### config.mk
export PLATFORM = sky130hd
export DESIGN_NAME = seg7_pmod_driver
export DESIGN_NICKNAME = d
export VERILOG_FILES = /design/src/rtl/seg7_pkg.sv /design/src/rtl/hex_to_seg7.sv /design/src/rtl/seg7_driver.sv /design/src/rtl/seg7_pmod_driver.sv
export SDC_FILE = /design/constraint.sdc
export NUM_CORES = 1
export LEC_CHECK = 0
export ABC_AREA = 1
export BUFFER_PORTS_ARGS = -buffer_cell sky130_fd_sc_hd__buf_2
export CAP_MARGIN = 20
export CORE_UTILIZATION = 29
export CTS_BUF_LIST = sky130_fd_sc_hd__clkbuf_16
export CTS_CLUSTER_SIZE = 30
export DETAILED_ROUTE_END_ITERATION = 6
export PLACE_DENSITY = 0.43
export SLEW_MARGIN = 15
export SYNTH_ARGS = -nofsm -noshare
export SYNTH_HDL_FRONTEND = slang
export SYNTH_SLANG_ARGS = --single-unit
### constraint.sdc
create_clock -name clk -period 3.6 [get_ports clk]
set_clock_uncertainty 0.15 [all_clocks]
set_input_delay 0.54 -clock clk [delete_from_list [all_inputs] [get_ports clk]]
set_output_delay 0.54 -clock clk [all_outputs]
set_load 0.02 [all_outputs]
### src/rtl/seg7_pkg.sv
//------------------------------------------------------------------------------
// seg7_pkg
//   Definitions shared by the dual-digit 7-segment PMOD driver:
//     - seg7_state_t : display sequencer state encoding
//     - SEG_TABLE    : active-high gfedcba glyphs for hex digits 0..F
//     - SEG_OFF      : active-high "all segments dark" pattern
//     - SEL_RIGHT / SEL_LEFT : values of the digit-select bit
//   No ports (package).
//------------------------------------------------------------------------------
package seg7_pkg;

   // Display sequence: BLANK_R -> SHOW_R -> BLANK_L -> SHOW_L -> BLANK_R.
   typedef enum logic [1:0] {
      BLANK_R = 2'd0,
      SHOW_R  = 2'd1,
      BLANK_L = 2'd2,
      SHOW_L  = 2'd3
   } seg7_state_t;

   // Packed so that SEG_TABLE[n] is the glyph for hex digit n (bit0 = a).
   localparam logic [15:0][6:0] SEG_TABLE = {
      7'h71, 7'h79, 7'h5E, 7'h39,   // F E D C
      7'h7C, 7'h77, 7'h6F, 7'h7F,   // B A 9 8
      7'h07, 7'h7D, 7'h6D, 7'h66,   // 7 6 5 4
      7'h4F, 7'h5B, 7'h06, 7'h3F    // 3 2 1 0
   };

   localparam logic [6:0] SEG_OFF   = 7'h00;
   localparam logic       SEL_RIGHT = 1'b0;
   localparam logic       SEL_LEFT  = 1'b1;

endpackage : seg7_pkg

### src/rtl/hex_to_seg7.sv
//------------------------------------------------------------------------------
// hex_to_seg7
//   Purely combinational hex digit to 7-segment glyph decoder.
//   Output is active-high; polarity is handled by the caller.
// Ports:
//   nibble  in  4  hex digit to decode
//   seg     out 7  segments a..g, bit0 = a, 1 = lit
//------------------------------------------------------------------------------
module hex_to_seg7
   import seg7_pkg::*;
(
   input  logic [3:0] nibble,
   output logic [6:0] seg
);

   assign seg = SEG_TABLE[nibble];

endmodule : hex_to_seg7

### src/rtl/seg7_driver.sv
//------------------------------------------------------------------------------
// seg7_driver
//   Time-multiplexes two hex digits onto a dual-digit 7-segment PMOD.
//   Each frame is BLANK_R, SHOW_R, BLANK_L, SHOW_L; the blank phases keep all
//   segments dark while the digit select is switched, preventing ghosting.
//   New values arrive through a one-deep valid/ready slot and are promoted to
//   the displayed value only at a frame boundary, so both digits always show
//   the same value.
// Parameters:
//   SHOW_CYCLES    clocks each digit is lit per frame (>=1)
//   BLANK_CYCLES   clocks of darkness before each digit (>=1)
//   SEG_ACTIVE_LOW 1: a lit segment drives 0 on the pin
// Ports:
//   clk          in   1  system clock
//   rst          in   1  asynchronous reset, active-high
//   data_in      in   8  [3:0] right digit, [7:4] left digit
//   data_valid   in   1  data_in valid this cycle
//   data_ready   out  1  pending slot free
//   lz_en        in   1  blank left digit when it is zero
//   frame_start  out  1  one-cycle pulse in the first BLANK_R cycle of a frame
//   ss_out       out  8  [6:0] segments a..g, [7] digit select (1 = left)
//------------------------------------------------------------------------------
module seg7_driver
   import seg7_pkg::*;
#(
   parameter int SHOW_CYCLES    = 4096,
   parameter int BLANK_CYCLES   = 64,
   parameter bit SEG_ACTIVE_LOW = 1'b1
) (
   input  logic       clk,
   input  logic       rst,
   input  logic [7:0] data_in,
   input  logic       data_valid,
   output logic       data_ready,
   input  logic       lz_en,
   output logic       frame_start,
   output logic [7:0] ss_out
);

   localparam int MAX_CYCLES = (SHOW_CYCLES > BLANK_CYCLES) ? SHOW_CYCLES : BLANK_CYCLES;
   localparam int CNT_W      = (MAX_CYCLES > 1) ? $clog2(MAX_CYCLES) : 1;

   localparam logic [CNT_W-1:0] SHOW_LAST  = CNT_W'(SHOW_CYCLES - 1);
   localparam logic [CNT_W-1:0] BLANK_LAST = CNT_W'(BLANK_CYCLES - 1);

   // Pin-level polarity mask for the segment bits; the select bit is never inverted.
   localparam logic [6:0] POL_MASK = {7{SEG_ACTIVE_LOW}};
   localparam logic [7:0] SS_RESET = {SEL_RIGHT, SEG_OFF ^ POL_MASK};

   seg7_state_t      state;
   seg7_state_t      state_next;
   logic [CNT_W-1:0] cnt;
   logic [CNT_W-1:0] cnt_next;
   logic [7:0]       disp;
   logic [7:0]       pending;
   logic             pending_full;

   logic             boundary;
   logic             accept;
   logic [3:0]       nibble;
   logic [6:0]       glyph;
   logic [6:0]       seg_next;
   logic             sel_next;
   logic [7:0]       ss_next;

   assign data_ready = !pending_full;
   assign accept     = data_valid && !pending_full;

   //---------------------------------------------------------------------------
   // Phase sequencing: the counter restarts from zero on every state change.
   //---------------------------------------------------------------------------
   always_comb begin
      state_next = state;
      cnt_next   = cnt + 1'b1;
      boundary   = 1'b0;
      unique case (state)
         BLANK_R: if (cnt == BLANK_LAST) begin
            state_next = SHOW_R;
            cnt_next   = '0;
         end
         SHOW_R: if (cnt == SHOW_LAST) begin
            state_next = BLANK_L;
            cnt_next   = '0;
         end
         BLANK_L: if (cnt == BLANK_LAST) begin
            state_next = SHOW_L;
            cnt_next   = '0;
         end
         SHOW_L: if (cnt == SHOW_LAST) begin
            state_next = BLANK_R;
            cnt_next   = '0;
            boundary   = 1'b1;
         end
         default: begin
            state_next = BLANK_R;
            cnt_next   = '0;
         end
      endcase
   end

   //---------------------------------------------------------------------------
   // Output pattern for the upcoming cycle. It is derived from the next state
   // so the registered ss_out lines up with the state register. disp is stable
   // whenever a digit is being lit (it only changes on entry to BLANK_R).
   //---------------------------------------------------------------------------
   assign nibble = (state_next == SHOW_L) ? disp[7:4] : disp[3:0];

   hex_to_seg7 u_decode (
      .nibble (nibble),
      .seg    (glyph)
   );

   always_comb begin
      seg_next = SEG_OFF;
      sel_next = SEL_RIGHT;
      unique case (state_next)
         BLANK_R: begin
            seg_next = SEG_OFF;
            sel_next = SEL_RIGHT;
         end
         SHOW_R: begin
            seg_next = glyph;
            sel_next = SEL_RIGHT;
         end
         BLANK_L: begin
            seg_next = SEG_OFF;
            sel_next = SEL_LEFT;
         end
         SHOW_L: begin
            // Leading-zero suppression follows lz_en live, with no latching.
            seg_next = (lz_en && (disp[7:4] == 4'h0)) ? SEG_OFF : glyph;
            sel_next = SEL_LEFT;
         end
         default: begin
            seg_next = SEG_OFF;
            sel_next = SEL_RIGHT;
         end
      endcase
      ss_next = {sel_next, seg_next ^ POL_MASK};
   end

   //---------------------------------------------------------------------------
   // State, handshake slot and display registers.
   // An accept can coincide with the boundary only when the slot was empty,
   // in which case disp is left alone and the value waits a full frame.
   //---------------------------------------------------------------------------
   always_ff @(posedge clk or posedge rst) begin
      if (rst) begin
         state        <= BLANK_R;
         cnt          <= '0;
         disp         <= 8'h00;
         pending      <= 8'h00;
         pending_full <= 1'b0;
         frame_start  <= 1'b0;
         ss_out       <= SS_RESET;
      end else begin
         state       <= state_next;
         cnt         <= cnt_next;
         frame_start <= boundary;
         ss_out      <= ss_next;
         if (boundary && pending_full) begin
            disp         <= pending;
            pending_full <= 1'b0;
         end else if (accept) begin
            pending      <= data_in;
            pending_full <= 1'b1;
         end
      end
   end

endmodule : seg7_driver

### src/rtl/seg7_pmod_driver.sv
//------------------------------------------------------------------------------
// seg7_pmod_driver
//   Top level for the dual-digit 7-segment PMOD on header P1A. Wraps the
//   multiplexing driver and routes its output onto the ss_top header bus.
// Parameters: SHOW_CYCLES, BLANK_CYCLES, SEG_ACTIVE_LOW (see seg7_driver).
// Ports:
//   clk          in   1  system clock (12 MHz on iCEBreaker)
//   rst          in   1  asynchronous reset, active-high
//   data_in      in   8  [3:0] right digit, [7:4] left digit
//   data_valid   in   1  data_in valid this cycle
//   data_ready   out  1  pending slot free; transfer on valid && ready
//   lz_en        in   1  blank left digit when it is zero
//   frame_start  out  1  one-cycle pulse when a new frame begins
//   ss_out       out  8  [6:0] segments a..g (bit0 = a), [7] digit select
//------------------------------------------------------------------------------
module seg7_pmod_driver
   import seg7_pkg::*;
#(
   parameter int SHOW_CYCLES    = 4096,
   parameter int BLANK_CYCLES   = 64,
   parameter bit SEG_ACTIVE_LOW = 1'b1
) (
   input  logic       clk,
   input  logic       rst,
   input  logic [7:0] data_in,
   input  logic       data_valid,
   output logic       data_ready,
   input  logic       lz_en,
   output logic       frame_start,
   output logic [7:0] ss_out
);

   logic [7:0] ss_top;

   seg7_driver #(
      .SHOW_CYCLES    (SHOW_CYCLES),
      .BLANK_CYCLES   (BLANK_CYCLES),
      .SEG_ACTIVE_LOW (SEG_ACTIVE_LOW)
   ) u_driver (
      .clk         (clk),
      .rst         (rst),
      .data_in     (data_in),
      .data_valid  (data_valid),
      .data_ready  (data_ready),
      .lz_en       (lz_en),
      .frame_start (frame_start),
      .ss_out      (ss_top)
   );

   assign ss_out = ss_top;

endmodule : seg7_pmod_driver

== After elaboration in Yosys (flattened, before gate mapping) ==
Memories as Yosys holds them, arrays and structs flattened.
Cells that the tools add are included.
Storage, ports and cells
  bits in registers: 40
  ROM bits: 112
  input port bits: 12
  output and inout port bits: 10
  logic and storage cells: 51
  memories: 1
Operators by class
  $add $sub $neg: 1
  order comparisons: 1
  equality and inequality tests: 8
  multiplexer cells: 17
  bitwise logic cells: 2
  reductions and logical operators: 14
Memory list
  (no name shown): words 16, width 7, read ports 1, clocked after memory_dff 0, wr ports 0, line hex_to_seg7.sv:16  | assign seg = SEG_TABLE[nibble];
Operators by type and width (number)
  12-bit 2-to-1 mux: 2
  12-bit one-hot mux with 2 select lines: 1
  7-bit one-hot mux with 3 select lines: 1
  7-bit 2-to-1 mux: 2
  12-bit by 1-bit adder with 12-bit output, second input constant: 1
  12-bit == test, second input constant: 1
  12-bit by 6-bit == test with 1-bit output, second input constant: 1
  2-bit OR reduction: 5
  2-bit == test, second input constant: 4
  2-bit 2-to-1 mux: 4
  2-bit one-hot mux with 4 select lines: 1
  7-bit NOT: 1
  4-bit by 5-bit < comparator with 1-bit output, second input constant: 1
  2-bit by 1-bit == test with 1-bit output, second input constant: 2
  2-bit zero test: 2
  4-bit zero test: 1
  1-bit 2-to-1 mux: 4
  4-bit 2-to-1 mux: 1
  1-bit logical AND: 3
  1-bit one-hot mux with 2 select lines: 1
  2-bit AND reduction: 1
  2-bit nonzero test: 1
  1-bit zero test: 1
  1-bit NOT: 1

== Longest topological paths before layout ==
  depth in word-level cells: 10
  mapped depth: 15
  mapped depth without buffers: 15

== By module ==
A second synthesis with hierarchy kept.
Unflattened totals
  cells, all modules: 241
  area total of the unflattened synthesis: 2033.2 µm²
By module, submodules not included
  seg7_driver: times used 1, cells an instance 189, area an instance 1762.9 µm², sequential area each 984.7 µm²
  hex_to_seg7: times used 1, cells an instance 52, area an instance 270.3 µm², sequential area each 0.0 µm²

== Worst setup path after synthesis ==
Ideal clock, no wire load.
  kind: register to register
  start: reg u_driver.cnt[0]
  end: reg u_driver.ss_out[1]
  library setup time: 0.061 ns
  arrival: 1.943 ns
  required time: 3.389 ns
  path slack: 1.447 ns
  cell stages (with the launch flop): 15
  buffers on the path: 0
  clock period less this slack: 2.153 ns
  path through: dfrtp_1 ha_1 nand3_1 nor2_2 nand4_4 nand2_8 nand2_1 nand2_2 inv_1 ha_1 inv_1 nand3_1 nor2_1 nor2_1 nand2_1
On the way
  cells in the longest elaborated chain, start to end: 10
  elaborated cells on any way between the ends: 18
  classes of those cells: eq/ne: 5; mux: 9; bitwise: 1; reduce/logical: 2; memory: 1
Ends and longest elaborated chain
  from (decl): line seg7_driver.sv:52  | logic [CNT_W-1:0] cnt;
  from (signal assigned): line seg7_driver.sv:158  | cnt <= cnt_next;
  12-bit == test / 12-bit by 6-bit == test with 1-bit output (equally long branches)
  2-bit 2-to-1 mux (on tied branches)
  2-bit one-hot mux with 4 select lines (*): line seg7_driver.sv:76  | unique case (state)
  2-bit == test: line seg7_driver.sv:106, seg7_driver.sv:116
  4-bit 2-to-1 mux: line seg7_driver.sv:106  | assign nibble = (state_next == SHOW_L) ? disp[7:4] : disp[3:0];
  memory read 16 x 7 bit
  7-bit 2-to-1 mux (implied by the code): line hex_to_seg7.sv:16
  7-bit 2-to-1 mux: line seg7_driver.sv:131  | seg_next = (lz_en && (disp[7:4] == 4'h0)) ? SEG_OFF : glyph;
  7-bit one-hot mux with 3 select lines (*): line seg7_driver.sv:116  | unique case (state_next)
  7-bit NOT (no source line) (*)
  via u_driver.ss_next[1]: line seg7_driver.sv:64  | logic [7:0] ss_next;
  to (signal assigned): line seg7_driver.sv:160  | ss_out <= ss_next;
  to (decl): line seg7_driver.sv:37  | output logic [7:0] ss_out
The timed path passes the listed nets; every way through them passes the cells marked *. The select of a mux whose other input is x is not followed.
A chain may end at the register's enable or synchronous reset.

== Worst setup path in the final report ==
Ends and elaborated chain as after synthesis.

==> results.ini <==
[hold_path]
holdCritPathClass = input pin to asynchronous set/reset pin

[synthesis]
synthMuxAreaShare_pct = 4.87
synth_top_area_share_pct = 39.7
synthAdderAreaFrac_pct = 4.21
synth_area_leaders = dfrtp_1, dfstp_2, nand2_1, nand3_1, inv_1
avgSynthCellArea_um2 = 9.21
synth_top_area_cell = dfrtp_1
ys_warn_count = 0
ys_seq_area_share_pct = 48.5
synth_xor_xnor_area_share_pct = 2.10
synth_nets = 245
synth_compound_area_share_pct = 4.57
ys_seq_elements = 40
syn-instance-count = 226
synth_top_family_by_area = simple AND/OR/NAND/NOR gates
netlist_area_um2 = 2080
ys_types = 31
synth-simple-area-share_pct = 29.9

[global_routing]
grt_overflow_total = 0
grt_pass1_wl_um = 6750
grt.total_usage_pct = 11.7
grt_antenna_before_repair = 0
grt_pass1_vias = 1373
grt_max_degree = 23

[clock_tree]
cts_tree = done
cts.htree.levels = 2
clk_path_buf_depth = 2
cts_resized = 0
cts.sinks = 40
clock_latency_ns = 0.28
cts_made_buffers = 5
clk_pin_slew_ns = 0.06
holdBufCountCts = 0
cts_setup_buffers = 0
cts-root-buf = clkbuf_16

[power]
cell_internal_pwr_mw = 0.791
pwr-share-clk_pct = 50.5
ir_worst_vdd_v = 0.000208
swShare_pct = 19.1
p_per_area_nw_per_um2 = 396
combPwrFrac_pct = 2.3
p_total_mw = 0.977
p_seq_share_pct = 47.2
power.leakage_nw = 1.14
switchingPower_mw = 0.186

[floorplan]
start_util_pct = 30.3
die-area_um2 = 7520
core-area_um2 = 6870
die_w_um = 86.7
fp.dieH_um = 86.7
ios = 22
rows = 30

[sta]
finalMaxSlewViolations = 0
tns_ns = 0
setup_viol = 0
fin_crit_sh_pct = 65.6
grt_setup_unrepaired = no
tightest_slew_ns = 0.862
final.min_clock_period_ns = 2.36
setup_ws_ns = 1.24
timing.slew.headroom_pct = 42.5
fmax_mhz = 423
hold_viol_final = 0

[worst_setup_path]
cp_slowest_cell = dfrtp_1
setup.worst_path.class = flip-flop to flip-flop
crit_end = u_driver.ss_out[1]
worstSetupEndpointType = flip-flop
worstSetupStartpoint = u_driver.cnt[0]
r2r_cells = 14
crit_path_start_kind = flip-flop
max_stage_delay_ns = 0.37
r2r_start = u_driver.cnt[0]
cp_max_fo = 8
r2r_slack_ns = 1.24
r2r_end = u_driver.ss_out[1]
required_ns = 3.67
worstPathCellList = ha_1 > nand3_1 > nor2_2 > nand4_4 > nand2_8 > nand2_1 > nand2_2 > inv_1 > ha_1 > inv_1 > nand3_1 > nor2_1 > nor2_1 > nand2_1
crit_arrival_ns = 2.43

[finish]
final_common_cell = nand2_1
final_cell_mix = nand2_1, dfrtp_1, inv_1
fin_nets = 273
final-seq-area_um2 = 1010
antenna_cells = 0
fin_cells = 351
drive_gt1_share_pct = 27.5
fill_cells = 720
multiInputGateArea_um2 = 951
area_growth_syn_to_layout_pct = 18.7

[routing]
drt-initial-drc-count = 69
drtAntennaViolNets = 0
routedWlPerCell_um = 10.6
first_pass_iters = 4
vias = 1465
drcViolationCount = 0
totalWireLength_um = 3720
via_per_inst = 4.17

[placed_design]
dp.cells = 343
dp_slack_ns = 1.26
io_buffers = 21
hpwl_um = 2850
gp_congestion = 0.778

[status]
outcome = finished clean

[flow_run]
cap_viol_max_count = 0

sequential cells by signal, summed over array words and instances, names as in the netlist:
| name | cells |
|---|---|
| u_driver.cnt | 12 |
| u_driver.disp | 8 |
| u_driver.pending | 8 |
| u_driver.ss_out | 8 |
| u_driver.state | 2 |
| u_driver.frame_start | 1 |
| u_driver.pending_full | 1 |
through the flow:
stage / util (%) / hold slack [ns] / area, um^2
floorplan: - / 0.283 / 2080
CTS: 36.0 / 0.316 / 2470
global route: 36.0 / 0.333 / 2470
global placement: 33.6 / 0.295 / 2310
finish: 36.0 / 0.281 / 2470
detailed placement: 33.6 / 0.308 / 2310
worst min path at each step:
stage / start / endpoint / slack [ns] / cells past startpoint
5_1_grt: u_driver.cnt[0] / u_driver.cnt[0] / 0.33 / 1
3_3_place_gp: u_driver.cnt[0] / u_driver.cnt[0] / 0.29 / 1
6_report: rst / u_driver.frame_start / 0.28 / 2
3_5_place_dp: u_driver.cnt[0] / u_driver.cnt[0] / 0.31 / 1
4_1_cts: rst / u_driver.ss_out[7] / 0.32 / 2
2_1_floorplan: u_driver.cnt[0] / u_driver.cnt[0] / 0.28 / 1
critical path, delay by kind of cell (launching register included):
family	cells	cell delay, ns
simple gates	10	1.13
flops	1	0.37
fa+ha+maj	2	0.51
buf+inv	2	0.15
cell usage after synthesis, drive strengths merged:
cell	n
nand2	51
dfrtp	33
nor2	31
inv	30
nand3	28
o21ai	12
mux2	9
dfstp	7
ha	7
xor2	5
nor3	4
nand4	2
nor3b	2
a211oi	1
a21oi	1
buf	1
nor4	1
o21a	1
layout make-up:
cell class	instances	share of cell area, %
Clock buffer	5	5.07
Timing Repair Buffer	22	4.56
Tap cell	96	4.86
Inverter	30	4.56
Clock inverter	3	1.57
Multi-Input combinational cell	155	38.5
Sequential cell	40	40.9
kinds of logic after synthesis:
kind of cell,after synthesis
compound gates,15
xor+xnor,5
fa+ha+maj,7
buf+inv,31
flops,40
mux,9
simple gates,119
power groups by stage:
stage / Clock, mW / Combinational (mW) / Sequential [mW]
after floorplan: 0 / 0.0132 / 0.468
after global placement: 0 / 0.0233 / 0.469
after detailed placement: 0 / 0.0234 / 0.470
after CTS: 0.511 / 0.0234 / 0.462
after global routing: 0.530 / 0.0261 / 0.462
final: 0.494 / 0.0221 / 0.462
layer usage:
metal	part of all wire (%)	global-route usage (%)
met5	0	0
met4	1.4	4.55
met3	5.3	3.52
met2	43	17.9
met1	50	15.5
Note: power is estimated with default switching activity, not from simulation.
